**src/rtl/regr_lane_bank.sv**
```systemverilog
// regr_lane_bank: LANES independent WIDTH-bit lane registers with per-lane
// load/inc/dec/add/clear, zero and sticky overflow flags, plus a one-entry
// store staging register handshaked with data memory via valid/ack.
module regr_lane_bank #(
  parameter int               WIDTH     = 16,
  parameter int               LANES     = 4,
  parameter logic [WIDTH-1:0] RESET_VAL = '0
) (
  input  logic                   clock,
  input  logic                   rst,
  input  logic [LANES-1:0]       lane_en,
  input  logic [2:0]             op,
  input  logic [LANES*WIDTH-1:0] datain,
  output logic [LANES*WIDTH-1:0] dataout,
  output logic [LANES-1:0]       zero,
  output logic [LANES-1:0]       ovf,
  input  logic                   dm_mem_wr_en,
  output logic [LANES*WIDTH-1:0] dm_mem_out,
  output logic                   dm_valid,
  input  logic                   dm_ack,
  output logic                   dm_drop
);

  localparam logic [2:0] OP_NOP  = 3'b000;
  localparam logic [2:0] OP_LOAD = 3'b001;
  localparam logic [2:0] OP_INC  = 3'b010;
  localparam logic [2:0] OP_DEC  = 3'b011;
  localparam logic [2:0] OP_ADD  = 3'b100;
  localparam logic [2:0] OP_CLR  = 3'b101;

  localparam logic ST_EMPTY = 1'b0;
  localparam logic ST_FULL  = 1'b1;

  logic [LANES*WIDTH-1:0] lane_q, lane_d;
  logic [LANES-1:0]       ovf_q, ovf_d;
  logic [LANES*WIDTH-1:0] dm_out_q, dm_out_d;
  logic                   dm_state_q, dm_state_d;
  logic                   dm_drop_q, dm_drop_d;

  logic [WIDTH-1:0] cur;
  logic [WIDTH-1:0] opnd;
  logic [WIDTH:0]   ext;

  // Lane datapath: apply op to each enabled lane; carry/borrow sets sticky ovf.
  always_comb begin
    // NOTE: every variable gets a default before any branch so no path leaves
    // it unassigned; otherwise synthesis infers a latch.
    lane_d = lane_q;
    ovf_d  = ovf_q;
    cur    = '0;
    opnd   = '0;
    ext    = '0;
    for (int i = 0; i < LANES; i++) begin
      if (lane_en[i]) begin
        cur  = lane_q[i*WIDTH +: WIDTH];
        opnd = datain[i*WIDTH +: WIDTH];
        case (op)
          OP_LOAD: begin
            lane_d[i*WIDTH +: WIDTH] = opnd;
            ovf_d[i]                 = 1'b0;
          end
          OP_INC: begin
            ext                      = {1'b0, cur} + (WIDTH+1)'(1);
            lane_d[i*WIDTH +: WIDTH] = ext[WIDTH-1:0];
            if (ext[WIDTH]) ovf_d[i] = 1'b1;
          end
          OP_DEC: begin
            // Borrow out of the extended subtraction lands in the top bit.
            ext                      = {1'b0, cur} - (WIDTH+1)'(1);
            lane_d[i*WIDTH +: WIDTH] = ext[WIDTH-1:0];
            if (ext[WIDTH]) ovf_d[i] = 1'b1;
          end
          OP_ADD: begin
            ext                      = {1'b0, cur} + {1'b0, opnd};
            lane_d[i*WIDTH +: WIDTH] = ext[WIDTH-1:0];
            if (ext[WIDTH]) ovf_d[i] = 1'b1;
          end
          OP_CLR: begin
            lane_d[i*WIDTH +: WIDTH] = RESET_VAL;
            ovf_d[i]                 = 1'b0;
          end
          default: ; // NOP and reserved encodings hold
        endcase
      end
    end
  end

  // Staging register: capture when empty or when the old entry is acked in
  // the same cycle; a capture against an unacked full entry is dropped.
  always_comb begin
    dm_state_d = dm_state_q;
    dm_out_d   = dm_out_q;
    dm_drop_d  = 1'b0;
    case (dm_state_q)
      ST_EMPTY: begin
        if (dm_mem_wr_en) begin
          dm_out_d   = datain;
          dm_state_d = ST_FULL;
        end
      end
      default: begin
        if (dm_ack) begin
          if (dm_mem_wr_en) dm_out_d = datain;
          else              dm_state_d = ST_EMPTY;
        end else if (dm_mem_wr_en) begin
          dm_drop_d = 1'b1;
        end
      end
    endcase
  end

  // State registers; synchronous reset wins over every other input.
  always_ff @(posedge clock) begin
    // NOTE: sequential state uses non-blocking assignments so all flops
    // update together from pre-edge values, independent of statement order.
    if (rst) begin
      lane_q     <= {LANES{RESET_VAL}};
      ovf_q      <= '0;
      dm_out_q   <= '0;
      dm_state_q <= ST_EMPTY;
      dm_drop_q  <= 1'b0;
    end else begin
      lane_q     <= lane_d;
      ovf_q      <= ovf_d;
      dm_out_q   <= dm_out_d;
      dm_state_q <= dm_state_d;
      dm_drop_q  <= dm_drop_d;
    end
  end

  // Zero flags follow the registers directly.
  always_comb begin
    zero = '0;
    for (int i = 0; i < LANES; i++) begin
      zero[i] = (lane_q[i*WIDTH +: WIDTH] == '0);
    end
  end

  assign dataout    = lane_q;
  assign ovf        = ovf_q;
  assign dm_mem_out = dm_out_q;
  assign dm_valid   = (dm_state_q == ST_FULL);
  assign dm_drop    = dm_drop_q;

endmodule

```
**config.mk**
```make
export PLATFORM = sky130hd
export DESIGN_NAME = regr_lane_bank
export DESIGN_NICKNAME = d
export VERILOG_FILES = /design/src/rtl/regr_lane_bank.sv
export SDC_FILE = /design/constraint.sdc
export NUM_CORES = 1
export LEC_CHECK = 0
export BUFFER_PORTS_ARGS = -buffer_cell sky130_fd_sc_hd__buf_2
export CORE_ASPECT_RATIO = 1.25
export CORE_MARGIN = 3
export CORE_UTILIZATION = 52
export DETAILED_ROUTE_END_ITERATION = 7
export PLACE_DENSITY_LB_ADDON = 0.3
export SYNTH_ARGS = -nofsm -noshare
export SYNTH_HDL_FRONTEND = slang
export SYNTH_SLANG_ARGS = --single-unit
```
**constraint.sdc**
```tcl
create_clock -name clock -period 2.65 [get_ports clock]
set_input_delay 0 -clock clock [delete_from_list [all_inputs] [get_ports clock]]
set_output_delay 0 -clock clock [all_outputs]
set_load 0.02 [all_outputs]
```
==> results.sh, run 1 <==
export IMPL_layout_min_cycle_time_ns=2.53
export IMPL_cp_slowest_cell="or4_1"
export IMPL_die_w_um=138
export IMPL_grt_overflow=0
export IMPL_synth_fp_nets=1707
export IMPL_core_area_um2=21100
export IMPL_fin_crit_sh_pct=95.6
export IMPL_syn_cell_area_um2=11300
export IMPL_power_leakage_nw=6.07
export IMPL_finalSetupTns_ns=0
export IMPL_path_class="reg2reg"
export IMPL_vdd_ir_drop_max_mv=0.494
export IMPL_cts_setup_buffers=0
export IMPL_power_density_nw_per_um2=532
export IMPL_drt_initial_drc_count=1246
export IMPL_io_buffers=212
export IMPL_clock_sinks=134
export IMPL_rows=59
export IMPL_cts_root_buf="clkbuf_16"
export IMPL_hold_violations=0
export IMPL_syn_to_final_growth_pct=25.0
export IMPL_placed_cell_area_um2=12900
export IMPL_worstSkewPairLatency_ns=0.44
export IMPL_yosysWarnings=0
export IMPL_mostFrequentLayoutCells="nand2_1 (232), buf_2 (211), a21oi_1 (160)"
export IMPL_max_clock_path_buffers=2
export IMPL_synth_ff_type="dfxtp_1"
export IMPL_avgViaCountPerCell=6.30
export IMPL_hp_class="in2reg"
export IMPL_clock_skew_ns=0.0129
export IMPL_grt_pass1_wl_um=64500
export IMPL_drt_first_pass_iters=8
export IMPL_cp_data_arrival_time_ns=2.89
export IMPL_dp_hpwl_um=27500
export IMPL_cts_tree="done"
export IMPL_path_cells="ha_1 -> nand4_1 -> or4_1 -> a31oi_1 -> nor3_1 -> o21ai_0 -> a31oi_1 -> a211oi_1"
export IMPL_gp_congestion=0.976
export IMPL_start_kind="register"
export IMPL_synth_seq_cells=134
export IMPL_clk_pin_slew_worst_paths_ns=0.07
export IMPL_relSlewSlack_pct=48.6
export IMPL_cts_htree_levels=4
export IMPL_ant_nets=0
export IMPL_grt_max_degree=76
export IMPL_nets=1968
export IMPL_required_ns=3.01
export IMPL_mostFrequentLayoutCell="nand2_1"
export IMPL_grt_pass1_vias=12800
export IMPL_synth_edf_count=0
export IMPL_avgRoutedWirePerCell_um=19.1
export IMPL_avgSynthCellArea_um2=7.32
export IMPL_antenna_found_initial=1
export IMPL_cp_common_cell="a31oi_1"
export IMPL_wirelength_um=40200
export IMPL_seq_area_frac_synth_pct=23.6
export IMPL_end_kind="register"
export IMPL_start_util_pct=53.7
export IMPL_setup_slack_ns=0.117
export IMPL_synth_cells=1551
export IMPL_max_cap_viol_count=0
export IMPL_numCtsBuffers=17
export IMPL_via_count=13200
export IMPL_route_detailed_drc=0
export IMPL_slew_violations=0
export IMPL_worst_slew_pin_slew_ns=0.770
export IMPL_async_flop_share_pct=0
export IMPL_max_stage_delay_ns=0.55
export IMPL_die_area_um2=23600
export IMPL_ios=213
export IMPL_drive_above_1_share_pct=19.3
export IMPL_grt_usage_pct=32.8
export IMPL_place_ws_ns=0.0487
export IMPL_max_freq_mhz=395
export IMPL_ys_types=84
export IMPL_finalSetupViolCount=0
export IMPL_stdcell_area_um2=14200
export IMPL_rsz0062_at_grt="true"
export IMPL_critPathMaxFanout=8
export IMPL_power_mw=7.54
export IMPL_status="completed"
export IMPL_die_h_um=171
## where the power goes
group	internal [mW]	switching (mW)	leakage, nW
combinational	1.09	1.68	4.69
clock	1.46	1.02	0.278
sequential	2.16	0.144	1.10
total	4.71	2.84	6.07
## per-stage QoR
| stage | util, % | std cells | hold slack (ns) |
|---|---|---|---|
| 3_3_place_gp | 60.9 | 1998 | 0.265 |
| 5_1_grt | 67.2 | 2098 | 0.0496 |
| 2_1_floorplan | - | 1551 | 0.113 |
| 6_report | 67.2 | 2099 | 0.0342 |
| 3_5_place_dp | 60.9 | 1998 | 0.276 |
| 4_1_cts | 67.0 | 2098 | 0.0136 |
## state kept, by name, indices dropped and copies added (netlist names)
name        flops
dm_drop         1
dm_valid        1
ovf             4
dataout        64
dm_mem_out     64
## critical path: cells and delay by family, from the launching register on
kind | cells | cell delay [ns]
AND/OR/NAND/NOR | 3 | 0.84
flip-flops | 1 | 0.39
adder cells (fa/ha/maj) | 1 | 0.45
AO/OA/AOI/OAI | 4 | 0.78
## cell families after synthesis
| group | synth area share [%] |
|---|---|
| AND/OR/NAND/NOR | 27.4 |
| flip-flops | 23.6 |
| buffers and inverters | 5.18 |
| multiplexers | 0.982 |
| XOR/XNOR | 7.02 |
| adder cells (fa/ha/maj) | 9.20 |
| AO/OA/AOI/OAI | 26.5 |
## metal layers
metal / track usage, % / vias up / routed length [um] / share of wire, %
li1: - / 6256 / - / -
met1: 40.1 / 6194 / 16400 / 41
met2: 56.9 / 629 / 19300 / 48
met3: 5.12 / 142 / 2880 / 7.2
met4: 15.3 / 2 / 1520 / 3.8
met5: 0 / - / 13 / 0.032
## synthesized netlist by cell type (10+ instances only)
cell,n,area share [%]
a21o_1,15,0.99
dfxtp_1,134,24
nand2b_1,18,0.99
mux2i_1,10,0.88
nand3_1,36,1.6
or3_1,17,0.94
o21ai_0,58,2.6
nand3b_1,13,0.86
clkbuf_1,81,2.7
xor2_1,42,3.2
ha_1,77,8.5
o221ai_1,16,1.2
xnor2_1,49,3.8
a21oi_1,162,7.1
a31oi_1,28,1.5
nand2_1,233,7.7
and3_1,18,0.99
o211ai_1,24,1.6
nor3_1,68,3.0
buf_2,17,0.75
nor2b_1,17,0.94
o22ai_1,13,0.72
inv_1,28,0.93
a221oi_1,12,0.93
nand4_1,21,1.2
nor2_1,105,3.5
a211oi_1,20,1.3
nor4_1,32,1.8
o21a_1,17,1.1
buf_1,10,0.33
## final timing paths
kind                       start             end  slack (ns)  depth (start not counted)
setup / recovery     dataout[25]          ovf[1]        0.12                          8
hold / removal        lane_en[3]     dataout[59]        0.03                          3
setup reg to reg     dataout[25]          ovf[1]        0.12                          8
hold reg to reg   dm_mem_out[56]  dm_mem_out[56]        0.45                          2
## cell type report
cell class	instances	area, um^2
flip-flops and latches	134	2680
repair buffers	355	2330
well taps	274	343
multi-input cells	1276	8120
inverters	28	105
fillers	1826	6930
clock inverters	10	121
clock buffers	21	470
diodes	1	2.50
## what timing repair did
action / CTS / global route
pin swaps: 0 / 1
hold endpoints to repair: 107 / 0
resized for setup: 1 / 10
endpoints found under the setup margin: 1 / 7
hold buffers: 69 / 0
No activity file was read; power rests on OpenSTA's default activity.
==> run 2: changes to the inputs <==
- ABC_AREA: unset -> 1
- BUFFER_PORTS_ARGS: -buffer_cell sky130_fd_sc_hd__buf_2 -> -buffer_cell sky130_fd_sc_hd__clkbuf_2
- CORE_UTILIZATION: 52 -> 53
==> results.sh, run 2 <==
export IMPL_stdcell_area_um2=16100
export IMPL_avgViaCountPerCell=5.53
export IMPL_synth_common_cells="nand2_1 (771), inv_1 (331), nor2_1 (323)"
export IMPL_vdd_ir_drop_max_mv=0.466
export IMPL_drt_initial_drc_count=1474
export IMPL_fin_crit_sh_pct=84.0
export IMPL_slew_violations=0
export IMPL_antenna_found_initial=1
export IMPL_die_w_um=148
export IMPL_syn_to_final_growth_pct=19.8
export IMPL_max_freq_mhz=449
export IMPL_start_kind="register"
export IMPL_path_class="reg2reg"
export IMPL_synth_top_area_share_pct=21.5
export IMPL_clk_pin_slew_worst_paths_ns=0.07
export IMPL_yosysWarnings=0
export IMPL_ios=213
export IMPL_grt_overflow=0
export IMPL_synth_adder_area_share_pct=7.77
export IMPL_syn_cell_area_um2=13400
export IMPL_max_cap_viol_count=0
export IMPL_finalSetupTns_ns=0
export IMPL_relSlewSlack_pct=43.4
export IMPL_ys_top_cells_by_area="nand2_1 (22%), dfxtp_1 (20%), inv_1 (9.3%)"
export IMPL_drt_first_pass_iters=7
export IMPL_gp_congestion=0.977
export IMPL_synth_ff_type="dfxtp_1"
export IMPL_cts_tree="done"
export IMPL_worstSkewPairLatency_ns=0.45
export IMPL_synth_top_family_by_area="simple AND/OR/NAND/NOR gates"
export IMPL_critPathMaxFanout=7
export IMPL_grt_max_degree=60
export IMPL_power_leakage_nw=8.45
export IMPL_cp_data_arrival_time_ns=2.57
export IMPL_via_count=16900
export IMPL_hold_buffers=70
export IMPL_clock_sinks=134
export IMPL_io_buffers=212
export IMPL_end_kind="register"
export IMPL_cts_root_buf="clkbuf_16"
export IMPL_synth_seq_cells=134
export IMPL_grt_usage_pct=34.3
export IMPL_cts_setup_buffers=0
export IMPL_rows=64
export IMPL_synth_compound_area_share_pct=15.8
export IMPL_layout_min_cycle_time_ns=2.23
export IMPL_hold_violations=0
export IMPL_numCtsBuffers=17
export IMPL_ant_nets=0
export IMPL_mostFrequentLayoutCell="nand2_1"
export IMPL_synthMuxAreaShare_pct=0
export IMPL_synth_edf_count=0
export IMPL_synth_most_common_cell="nand2_1"
export IMPL_ys_types=34
export IMPL_finalSetupViolCount=0
export IMPL_rsz0062_at_grt="false"
export IMPL_power_mw=7.96
export IMPL_nets=2874
export IMPL_power_density_nw_per_um2=495
export IMPL_synth_fp_nets=2641
export IMPL_max_clock_path_buffers=2
export IMPL_die_area_um2=27300
export IMPL_cts_htree_levels=4
export IMPL_grt_pass1_wl_um=77100
export IMPL_required_ns=2.99
export IMPL_clock_skew_ns=0.0121
export IMPL_dp_hpwl_um=34500
export IMPL_avgSynthCellArea_um2=5.40
export IMPL_synthSimpleGateAreaFrac_pct=43.4
export IMPL_mostFrequentLayoutCells="nand2_1 (771), inv_1 (330), nor2_1 (323)"
export IMPL_placed_cell_area_um2=14800
export IMPL_worst_slew_pin_slew_ns=0.849
export IMPL_core_area_um2=24700
export IMPL_hp_class="in2reg"
export IMPL_cts_repair_resize_count=0
export IMPL_seq_area_frac_synth_pct=20.0
export IMPL_synth_xor_area_share_pct=0.196
export IMPL_status="completed"
export IMPL_synth_cells=2485
export IMPL_wirelength_um=47800
export IMPL_die_h_um=184
export IMPL_synth_largest_area_cell="nand2_1"
export IMPL_avgRoutedWirePerCell_um=15.6
export IMPL_route_detailed_drc=0
export IMPL_start_util_pct=54.3
export IMPL_async_flop_share_pct=0
export IMPL_drive_above_1_share_pct=11.4
export IMPL_grt_pass1_vias=15900
[run 2: cell count changes after synthesis, moves of 20 or more]
cell | before | now
nand2_1 | 233 | 771
inv_1 | 28 | 331
nor2_1 | 105 | 323
nand3_1 | 36 | 235
o21ai_0 | 58 | 140
a21oi_1 | 162 | 229
nor3_1 | 68 | 17
xnor2_1 | 49 | 0
xor2_1 | 42 | 3
nor4_1 | 32 | 0
clkbuf_1 | 81 | 56
a211oi_1 | 20 | 0
[run 2: path summary, 6_finish.rpt]
| kind | cells after the start | slack (ns) | endpoint | startpoint |
|---|---|---|---|---|
| worst max-delay path | 14 | 0.42 | ovf[1] | dataout[16] |
| worst min-delay path | 6 | 0.03 | ovf[3] | lane_en[3] |
| worst max register to register | 14 | 0.42 | ovf[1] | dataout[16] |
| worst min register to register | 2 | 0.46 | ovf[2] | ovf[2] |
[run 2: cell type report]
type | count | area (um^2)
flip-flops and latches | 134 | 2680
clock buffers | 18 | 429
clock inverters | 14 | 200
well taps | 330 | 413
diodes | 1 | 2.50
repair buffers | 317 | 2060
multi-input cells | 1907 | 9020
inverters | 341 | 1280
fillers | 2356 | 8650
[run 2: kinds of logic after synthesis]
logic type | count (synthesis)
flops | 134
xor+xnor | 3
compound gates | 408
buf+inv | 444
simple gates | 1415
fa+ha+maj | 81
[run 2: worst max-delay path, cell delays in order, from the launching register on]
cell     delay [ns]
dfxtp_1        0.38
ha_1           0.25
fa_1           0.41
nand2_1        0.11
nand2_1        0.09
nand3_1        0.08
nand2_1        0.11
nand2_1        0.11
nand2_1        0.08
nand2_1        0.07
nand3_1        0.12
nand2_1        0.16
nand2_1        0.06
nand2_1        0.05
nor2_1         0.04
[run 2: report_power, final]
| group | total (mW) | internal, mW | switching (mW) | leakage (nW) |
|---|---|---|---|---|
| Clock | 2.66 | 1.59 | 1.07 | 0.298 |
| Sequential | 2.40 | 2.17 | 0.226 | 1.10 |
| Combinational | 2.90 | 0.972 | 1.93 | 7.05 |
| Total | 7.96 | 4.73 | 3.23 | 8.45 |
[run 2: metrics by stage]
| step | hold WS (ns) | util, % | setup WS (ns) | cells |
|---|---|---|---|---|
| 3_5_place_dp | 0.263 | 59.7 | 0.451 | 2959 |
| 5_1_grt | 0.0790 | 65.0 | 0.230 | 3061 |
| 3_3_place_gp | 0.243 | 59.7 | 0.520 | 2959 |
| 4_1_cts | 0.00762 | 65.0 | 0.436 | 3061 |
| 6_report | 0.0307 | 65.0 | 0.424 | 3062 |
| 2_1_floorplan | 0.139 | - | 0.607 | 2485 |
[run 2: per-layer routing]
metal,up-vias,share of wire (%),routed length (um),track usage [%]
met4,2,4.5,2160,17.1
met2,801,47,22600,59.4
met5,-,0.027,13,0
met1,7525,40,19100,41.4
li1,8426,-,-,-
met3,167,8.0,3830,5.01
